==> src/rtl/instr_fetch_if.sv <==
// Fetch-stage bus: instruction-memory handshake plus the core-facing instruction/redirect signals.
// The fetch unit uses the master modport; memory and core (or a bench) use the slave modport.
interface instr_fetch_if;
    logic        IMEM_READ;
    logic [31:0] IMEM_ADDRESS;
    logic [31:0] IMEM_READDATA;
    logic        IMEM_BUSYWAIT;
    logic        STALL;
    logic        PC_LOAD;
    logic [31:0] PC_TARGET;
    logic [31:0] PC;
    logic [31:0] INSTRUCTION;
    logic        INSTR_VALID;
    logic        FETCH_ERROR;

    modport master (
        output IMEM_READ, IMEM_ADDRESS, PC, INSTRUCTION, INSTR_VALID, FETCH_ERROR,
        input  IMEM_READDATA, IMEM_BUSYWAIT, STALL, PC_LOAD, PC_TARGET
    );

    modport slave (
        input  IMEM_READ, IMEM_ADDRESS, PC, INSTRUCTION, INSTR_VALID, FETCH_ERROR,
        output IMEM_READDATA, IMEM_BUSYWAIT, STALL, PC_LOAD, PC_TARGET
    );
endinterface

==> src/rtl/instr_fetch.sv <==
// Instruction fetch stage: owns the PC, fetches one word per transaction over a read/busywait
// handshake, presents it for one cycle (or longer under stall), and latches a sticky timeout error.
module instr_fetch #(
    parameter logic [31:0] RESET_PC      = 32'h0000_0000,
    parameter int unsigned PC_STEP       = 4,
    parameter logic [7:0]  FETCH_TIMEOUT = 8'd255
) (
    input  logic          CLK,
    input  logic          RESET,
    instr_fetch_if.master bus
);
    localparam logic [31:0] STEP = 32'(PC_STEP);

    typedef enum logic [1:0] {
        S_IDLE,
        S_FETCH,
        S_VALID,
        S_ERROR
    } state_t;

    state_t      state_q, state_d;
    logic [31:0] pc_q, pc_d;
    logic [31:0] instr_q, instr_d;
    logic [7:0]  wait_q, wait_d;
    logic        read_q, read_d;
    logic        valid_q, valid_d;
    logic        err_q, err_d;

    always_comb begin
        state_d = state_q;
        pc_d    = pc_q;
        instr_d = instr_q;
        wait_d  = wait_q;
        case (state_q)
            S_IDLE: state_d = S_FETCH;
            S_FETCH: begin
                if (!bus.IMEM_BUSYWAIT) begin
                    instr_d = bus.IMEM_READDATA;
                    wait_d  = '0;
                    state_d = S_VALID;
                end else if (wait_q == FETCH_TIMEOUT) begin
                    // FETCH_TIMEOUT busy cycles were tolerated; one more is fatal.
                    state_d = S_ERROR;
                end else begin
                    wait_d = wait_q + 8'd1;
                end
            end
            S_VALID: begin
                if (!bus.STALL) begin
                    pc_d    = bus.PC_LOAD ? bus.PC_TARGET : pc_q + STEP;
                    state_d = S_FETCH;
                end
            end
            S_ERROR: state_d = S_ERROR;
            default: state_d = S_IDLE;
        endcase
        // Status outputs are flopped copies of the next-state decode, so they track state_q exactly.
        read_d  = (state_d == S_FETCH);
        valid_d = (state_d == S_VALID);
        err_d   = (state_d == S_ERROR);
    end

    always_ff @(posedge CLK) begin
        if (RESET) begin
            state_q <= S_IDLE;
            pc_q    <= RESET_PC;
            instr_q <= '0;
            wait_q  <= '0;
            read_q  <= 1'b0;
            valid_q <= 1'b0;
            err_q   <= 1'b0;
        end else begin
            state_q <= state_d;
            pc_q    <= pc_d;
            instr_q <= instr_d;
            wait_q  <= wait_d;
            read_q  <= read_d;
            valid_q <= valid_d;
            err_q   <= err_d;
        end
    end

    assign bus.IMEM_READ    = read_q;
    assign bus.IMEM_ADDRESS = pc_q;
    assign bus.PC           = pc_q;
    assign bus.INSTRUCTION  = instr_q;
    assign bus.INSTR_VALID  = valid_q;
    assign bus.FETCH_ERROR  = err_q;
endmodule
==> src/flat_wrapper.sv <==
// flat-port wrapper written by rule: the top's interface ports become plain ports
module instr_fetch_flat 
#(
    parameter logic [31:0] RESET_PC      = 32'h0000_0000,
    parameter int unsigned PC_STEP       = 4,
    parameter logic [7:0]  FETCH_TIMEOUT = 8'd255
)
  (CLK, RESET, bus_IMEM_READ, bus_IMEM_ADDRESS, bus_PC, bus_INSTRUCTION, bus_INSTR_VALID, bus_FETCH_ERROR, bus_IMEM_READDATA, bus_IMEM_BUSYWAIT, bus_STALL, bus_PC_LOAD, bus_PC_TARGET);
  instr_fetch_if bus_i ();
  input  logic CLK;
  input  logic RESET;
  output wire logic [$bits(bus_i.IMEM_READ)-1:0] bus_IMEM_READ;
  output wire logic [$bits(bus_i.IMEM_ADDRESS)-1:0] bus_IMEM_ADDRESS;
  output wire logic [$bits(bus_i.PC)-1:0] bus_PC;
  output wire logic [$bits(bus_i.INSTRUCTION)-1:0] bus_INSTRUCTION;
  output wire logic [$bits(bus_i.INSTR_VALID)-1:0] bus_INSTR_VALID;
  output wire logic [$bits(bus_i.FETCH_ERROR)-1:0] bus_FETCH_ERROR;
  input wire logic [$bits(bus_i.IMEM_READDATA)-1:0] bus_IMEM_READDATA;
  input wire logic [$bits(bus_i.IMEM_BUSYWAIT)-1:0] bus_IMEM_BUSYWAIT;
  input wire logic [$bits(bus_i.STALL)-1:0] bus_STALL;
  input wire logic [$bits(bus_i.PC_LOAD)-1:0] bus_PC_LOAD;
  input wire logic [$bits(bus_i.PC_TARGET)-1:0] bus_PC_TARGET;
  assign bus_IMEM_READ = bus_i.IMEM_READ;
  assign bus_IMEM_ADDRESS = bus_i.IMEM_ADDRESS;
  assign bus_PC = bus_i.PC;
  assign bus_INSTRUCTION = bus_i.INSTRUCTION;
  assign bus_INSTR_VALID = bus_i.INSTR_VALID;
  assign bus_FETCH_ERROR = bus_i.FETCH_ERROR;
  assign bus_i.IMEM_READDATA = bus_IMEM_READDATA;
  assign bus_i.IMEM_BUSYWAIT = bus_IMEM_BUSYWAIT;
  assign bus_i.STALL = bus_STALL;
  assign bus_i.PC_LOAD = bus_PC_LOAD;
  assign bus_i.PC_TARGET = bus_PC_TARGET;
  instr_fetch #(.RESET_PC(RESET_PC), .PC_STEP(PC_STEP), .FETCH_TIMEOUT(FETCH_TIMEOUT)) u_core (.CLK(CLK), .RESET(RESET), .bus(bus_i));
endmodule
==> config.mk <==
export PLATFORM = sky130hd
export DESIGN_NAME = instr_fetch_flat
export DESIGN_NICKNAME = d
export VERILOG_FILES = /design/src/rtl/instr_fetch_if.sv /design/src/rtl/instr_fetch.sv /design/src/flat_wrapper.sv
export SDC_FILE = /design/constraint.sdc
export NUM_CORES = 1
export LEC_CHECK = 0
export CAP_MARGIN = 15
export CORE_UTILIZATION = 45
export CTS_BUF_LIST = sky130_fd_sc_hd__clkbuf_16
export CTS_CLUSTER_SIZE = 28
export DETAILED_ROUTE_END_ITERATION = 6
export GPL_TIMING_DRIVEN = 1
export PLACE_DENSITY = 0.92
export RECOVER_POWER = 50
export SETUP_SLACK_MARGIN = 0.2
export SLEW_MARGIN = 25
export SYNTH_ARGS = -nofsm -noshare
export SYNTH_HDL_FRONTEND = slang
export SYNTH_SLANG_ARGS = --single-unit
==> constraint.sdc <==
create_clock -name CLK -period 6.6 [get_ports CLK]
set_input_delay 1.32 -clock CLK [delete_from_list [all_inputs] [get_ports CLK]]
set_output_delay 1.32 -clock CLK [all_outputs]
set_load 0.02 [all_outputs]
# Yosys cells after proc, flatten, opt, wreduce, memory -nomap -nowiden
# Cells that the tools add are included.
[op_classes] eq_ne=8 bitwise_logic=2 muxes=7 add_sub_neg=2 reduce_logical=4
[op_table] operator="$add A32 B3 Y32 const B" count=1
[op_table] operator="$mux W32" count=1
[op_table] operator="$mux W8" count=2
[op_table] operator="$add A8 B1 Y8 const B" count=1
[op_table] operator="$eq A2 B2 Y1 const B" count=4
[op_table] operator="$eq A8 B8 Y1 const B" count=1
[op_table] operator="$pmux W2 S4" count=1
[op_table] operator="$mux W2" count=3
[op_table] operator="$reduce_and A2 Y1" count=3
[op_table] operator="$eq A2 B1 Y1 const B" count=2
[op_table] operator="$logic_not A2 Y1" count=1
[op_table] operator="$ne A2 B2 Y1 const B" count=1
[op_table] operator="$not A1 Y1" count=2
[word_totals] input_bits=69 regBits=77

# Longest topological paths before layout
[depth] word_depth=5 depth_mapped=7 ltp_nobuf=6

# Least setup slack after synthesis
# Ideal clock, no wire load.
[synth_timing] kind="input port to flip-flop" startpoint="in bus_STALL" endpoint="reg u_core.pc_q[12] (netlist: u_core.bus.IMEM_ADDRESS[12])" arrival_time_ns=2.336 required_ns=6.472 stages=7 setup_slack_ns=4.136 cell_sequence="nor2_1 -> and2_1 -> clkbuf_1 -> clkbuf_1 -> o21ai_0 -> a22oi_1 -> nor2_1"
[synth_via] elab_chain_len=2
[synth_lines] item="start: declaration" line_no="flat_wrapper.sv:20" text="input wire logic [$bits(bus_i.STALL)-1:0] bus_STALL;"
[synth_lines] item="$not A1 Y1 (no source line)"
[synth_lines] item="$reduce_and A2 Y1 (no source line)"
[synth_lines] item="end signal: assignment" line_no="instr_fetch.sv:74" text="pc_q <= pc_d;"
[synth_lines] item="end: declaration" line_no="instr_fetch.sv:22" text="logic [31:0] pc_q, pc_d;"
# No other way between the ends.
# A chain may end at the register's enable or synchronous reset.

==> results.json <==
{
  "p_clk_frac": 0.437,
  "grt_usage": 0.2442,
  "setup_tns_ns": 0,
  "dp_hpwl_mm": 7.803,
  "internal_power_mw": 0.8591,
  "antenna_found_initial": 0,
  "drtIter0Drc": 233,
  "holdPathStages": 2,
  "cts_buffers": 9,
  "synth.largest_area_cell": "dfxtp_1",
  "die_area_sq_um": 8969,
  "worstHoldPathType": "reg -> reg",
  "tightest_slew_ns": 3.306,
  "synthFlopType": "dfxtp_1",
  "power_leakage_nw": 2.032,
  "period_needed_ns": 4.643,
  "insertedDiodeCount": 0,
  "netlist_instances": 511,
  "max-vdd-ir-drop_uv": 154.3,
  "post_drt_wl_per_cell_um": 15.32,
  "r2r_cells": 6,
  "ys_ff_latch": 77,
  "cts.sinks": 77,
  "postSynthAreaPerCell_sq_um": 7.568,
  "grt_max_degree": 78,
  "crit_start": "RESET",
  "synth_edf_count": 0,
  "core_region_area_sq_um": 8258,
  "hold_buffers": 0,
  "syn-num-nets": 582,
  "syn_area_sq_um": 3867,
  "worstSetupStartpointType": "primary input",
  "clk_path_buf_depth": 2,
  "synth_top_area_share": 0.3986,
  "cts_tree": "done",
  "synth_warnings": 0,
  "dr_total_vias": 4167,
  "antenna_left": 0,
  "initial_core_util": 0.4683,
  "synthArstFlopShare": 0,
  "postCtsSetupBuffers": 0,
  "post-route-period-util": 0.7034,
  "crit_path_end_kind": "flop",
  "maxSlewHeadroom": -1.204,
  "slew_viol_final": 78,
  "fmax_mhz": 215.4,
  "clkTransAtPathRegs_ns": 0.06,
  "grt_pass1_vias": 3726,
  "die_w_um": 94.71,
  "p_sw_mw": 0.3047,
  "status": "finished with violations",
  "drive_gt1_frac": 0.05071,
  "grt_pass1_wl_mm": 17.42,
  "hold_violations": 0,
  "maxCapViolations": 1,
  "worstPathRequired_ns": 6.68,
  "final.fill_count": 656,
  "final_cell_mix": "clkdlybuf4s50_1 (127), nand2_1 (95), dfxtp_1 (77)",
  "rows": 33,
  "p_comb_frac": 0.139,
  "seq_power_share": 0.425,
  "arrival_ns": 4.72,
  "yosys-top-cells-area": "dfxtp_1 (40%), nand2_1 (9.2%), a21oi_1 (8.8%)",
  "synth_cell_types": 48,
  "die_h_um": 94.71,
  "violations": "max-capacitance violations, max-slew violations",
  "p_total_mw": 1.164,
  "drcViolationCount": 0,
  "place_congestion": 0.8040,
  "syn_to_final_growth_pct": 45.55,
  "final_common_cell": "clkdlybuf4s50_1",
  "nets": 697,
  "firstDrtPassIters": 5,
  "cts-root-buf": "clkbuf_16",
  "finalClockSkew_ns": 0.006812,
  "io_buffers": 167,
  "synth_seq_area_share": 0.3986,
  "clock_latency_ns": 0.33,
  "setup_viol": 0,
  "power_density_nw_per_um2": 206.7,
  "ios": 168,
  "via_per_inst": 5.662,
  "routed_wl_mm": 11.28,
  "crit_type": "in -> reg",
  "rsz0062_at_grt": "no",
  "crit_path_max_fanout": 77,
  "hp-start": "u_core.bus.INSTRUCTION[3]",
  "htree_levels": 3,
  "cts.repair.resized": 0,
  "p_sw_frac": 0.2618,
  "grt_overflow": 0,
  "rr_startpoint": "u_core.bus.IMEM_ADDRESS[2]",
  "holdWs_ns": 0.4506
}
[registers in the layout (all words and copies together), names as in the netlist]
signal	cells
u_core.bus.IMEM_ADDRESS	32
u_core.bus.INSTRUCTION	32
u_core.wait_q	8
u_core.state_q	2
u_core.bus.FETCH_ERROR	1
u_core.bus.IMEM_READ	1
u_core.bus.INSTR_VALID	1
[logic make-up (layout without fill, tap and decap cells)]
logic type	Yosys count	count (layout)	synth area share
and+or+nand+nor	220	220	0.2679
AOI/OAI and AO/OA	130	130	0.1964
DFF	77	77	0.3986
buffers and inverters	69	189	0.09803
muxes	9	9	0.02362
xor gates and xnor gates	4	4	0.009058
adders and majority gates	2	2	0.006469
[cell usage after synthesis (2+ instances only)]
master / n
dfxtp_1: 77
and3_1: 13
nor4_1: 7
inv_1: 2
and4_1: 2
nor2_1: 38
a21o_1: 2
nor2b_1: 3
nor3_1: 14
and2_1: 2
a311o_1: 2
a31oi_1: 4
nand3_1: 20
xnor2_1: 4
o22ai_1: 8
a211oi_1: 8
o31ai_1: 5
or4_4: 2
or3_2: 2
ha_1: 2
buf_4: 32
a31o_2: 2
nand4_1: 10
a22oi_1: 4
o21ai_0: 18
a21oi_1: 68
clkbuf_1: 31
mux2i_1: 8
buf_1: 3
nand2_1: 95
nand2b_1: 3
o41ai_1: 3
or3_1: 2
[worst max-delay path: stages]
cell and delay (ns):
buf_2 0.07, clkbuf_1 2.30, or2_0 0.60, a21oi_1 0.08, o21ai_0 0.19, o31ai_1 0.10
[power by group through the flow]
stage          Sequential [mW]  Clock (mW)  Combinational (mW)
2_1_floorplan            0.519           0              0.0641
3_3_place_gp             0.503           0               0.159
3_5_place_dp             0.505           0               0.164
4_1_cts                  0.494       0.512               0.165
5_1_grt                  0.496       0.534               0.173
6_report                 0.494       0.508               0.161
[metal layers]
| layer | GRT usage | up-vias | share of wire |
|---|---|---|---|
| li1 | - | 2015 | - |
| met1 | 0.3186 | 1919 | 0.42 |
| met2 | 0.3939 | 208 | 0.49 |
| met3 | 0.04589 | 25 | 0.066 |
| met4 | 0.1023 | 0 | 0.027 |
| met5 | 0 | - | 0 |
[path summary, 6_finish.rpt]
check	end	slack (ns)
max	u_core.bus.IMEM_ADDRESS[13]	1.96
min	u_core.bus.INSTRUCTION[3]	0.45
max reg2reg	u_core.bus.IMEM_ADDRESS[20]	4.11
min reg2reg	u_core.bus.INSTRUCTION[3]	0.45
[stage by stage]
| stage | utilization | cells | setup WS [ns] | area, sq um |
|---|---|---|---|---|
| after floorplan | - | 511 | 4.136 | 3867 |
| after CTS | 0.6821 | 736 | 3.315 | 5633 |
| after detailed placement | 0.6448 | 720 | 2.985 | 5325 |
| after global routing | 0.6817 | 736 | 1.626 | 5629 |
| final | 0.6817 | 736 | 1.957 | 5629 |
| after global placement | 0.6439 | 720 | 3.108 | 5318 |
[area by class of cell]
class | instances | area [sq um] | area share
sequential | 77 | 1541 | 0.2738
clock buffer | 9 | 225.2 | 0.04001
tap | 105 | 131.4 | 0.02334
clock inverter | 7 | 82.58 | 0.01467
timing repair buffer | 170 | 1680 | 0.2985
inverter | 3 | 11.26 | 0.002000
multi-input combinational | 365 | 1957 | 0.3476
No activity file was read; power rests on OpenSTA's default activity.
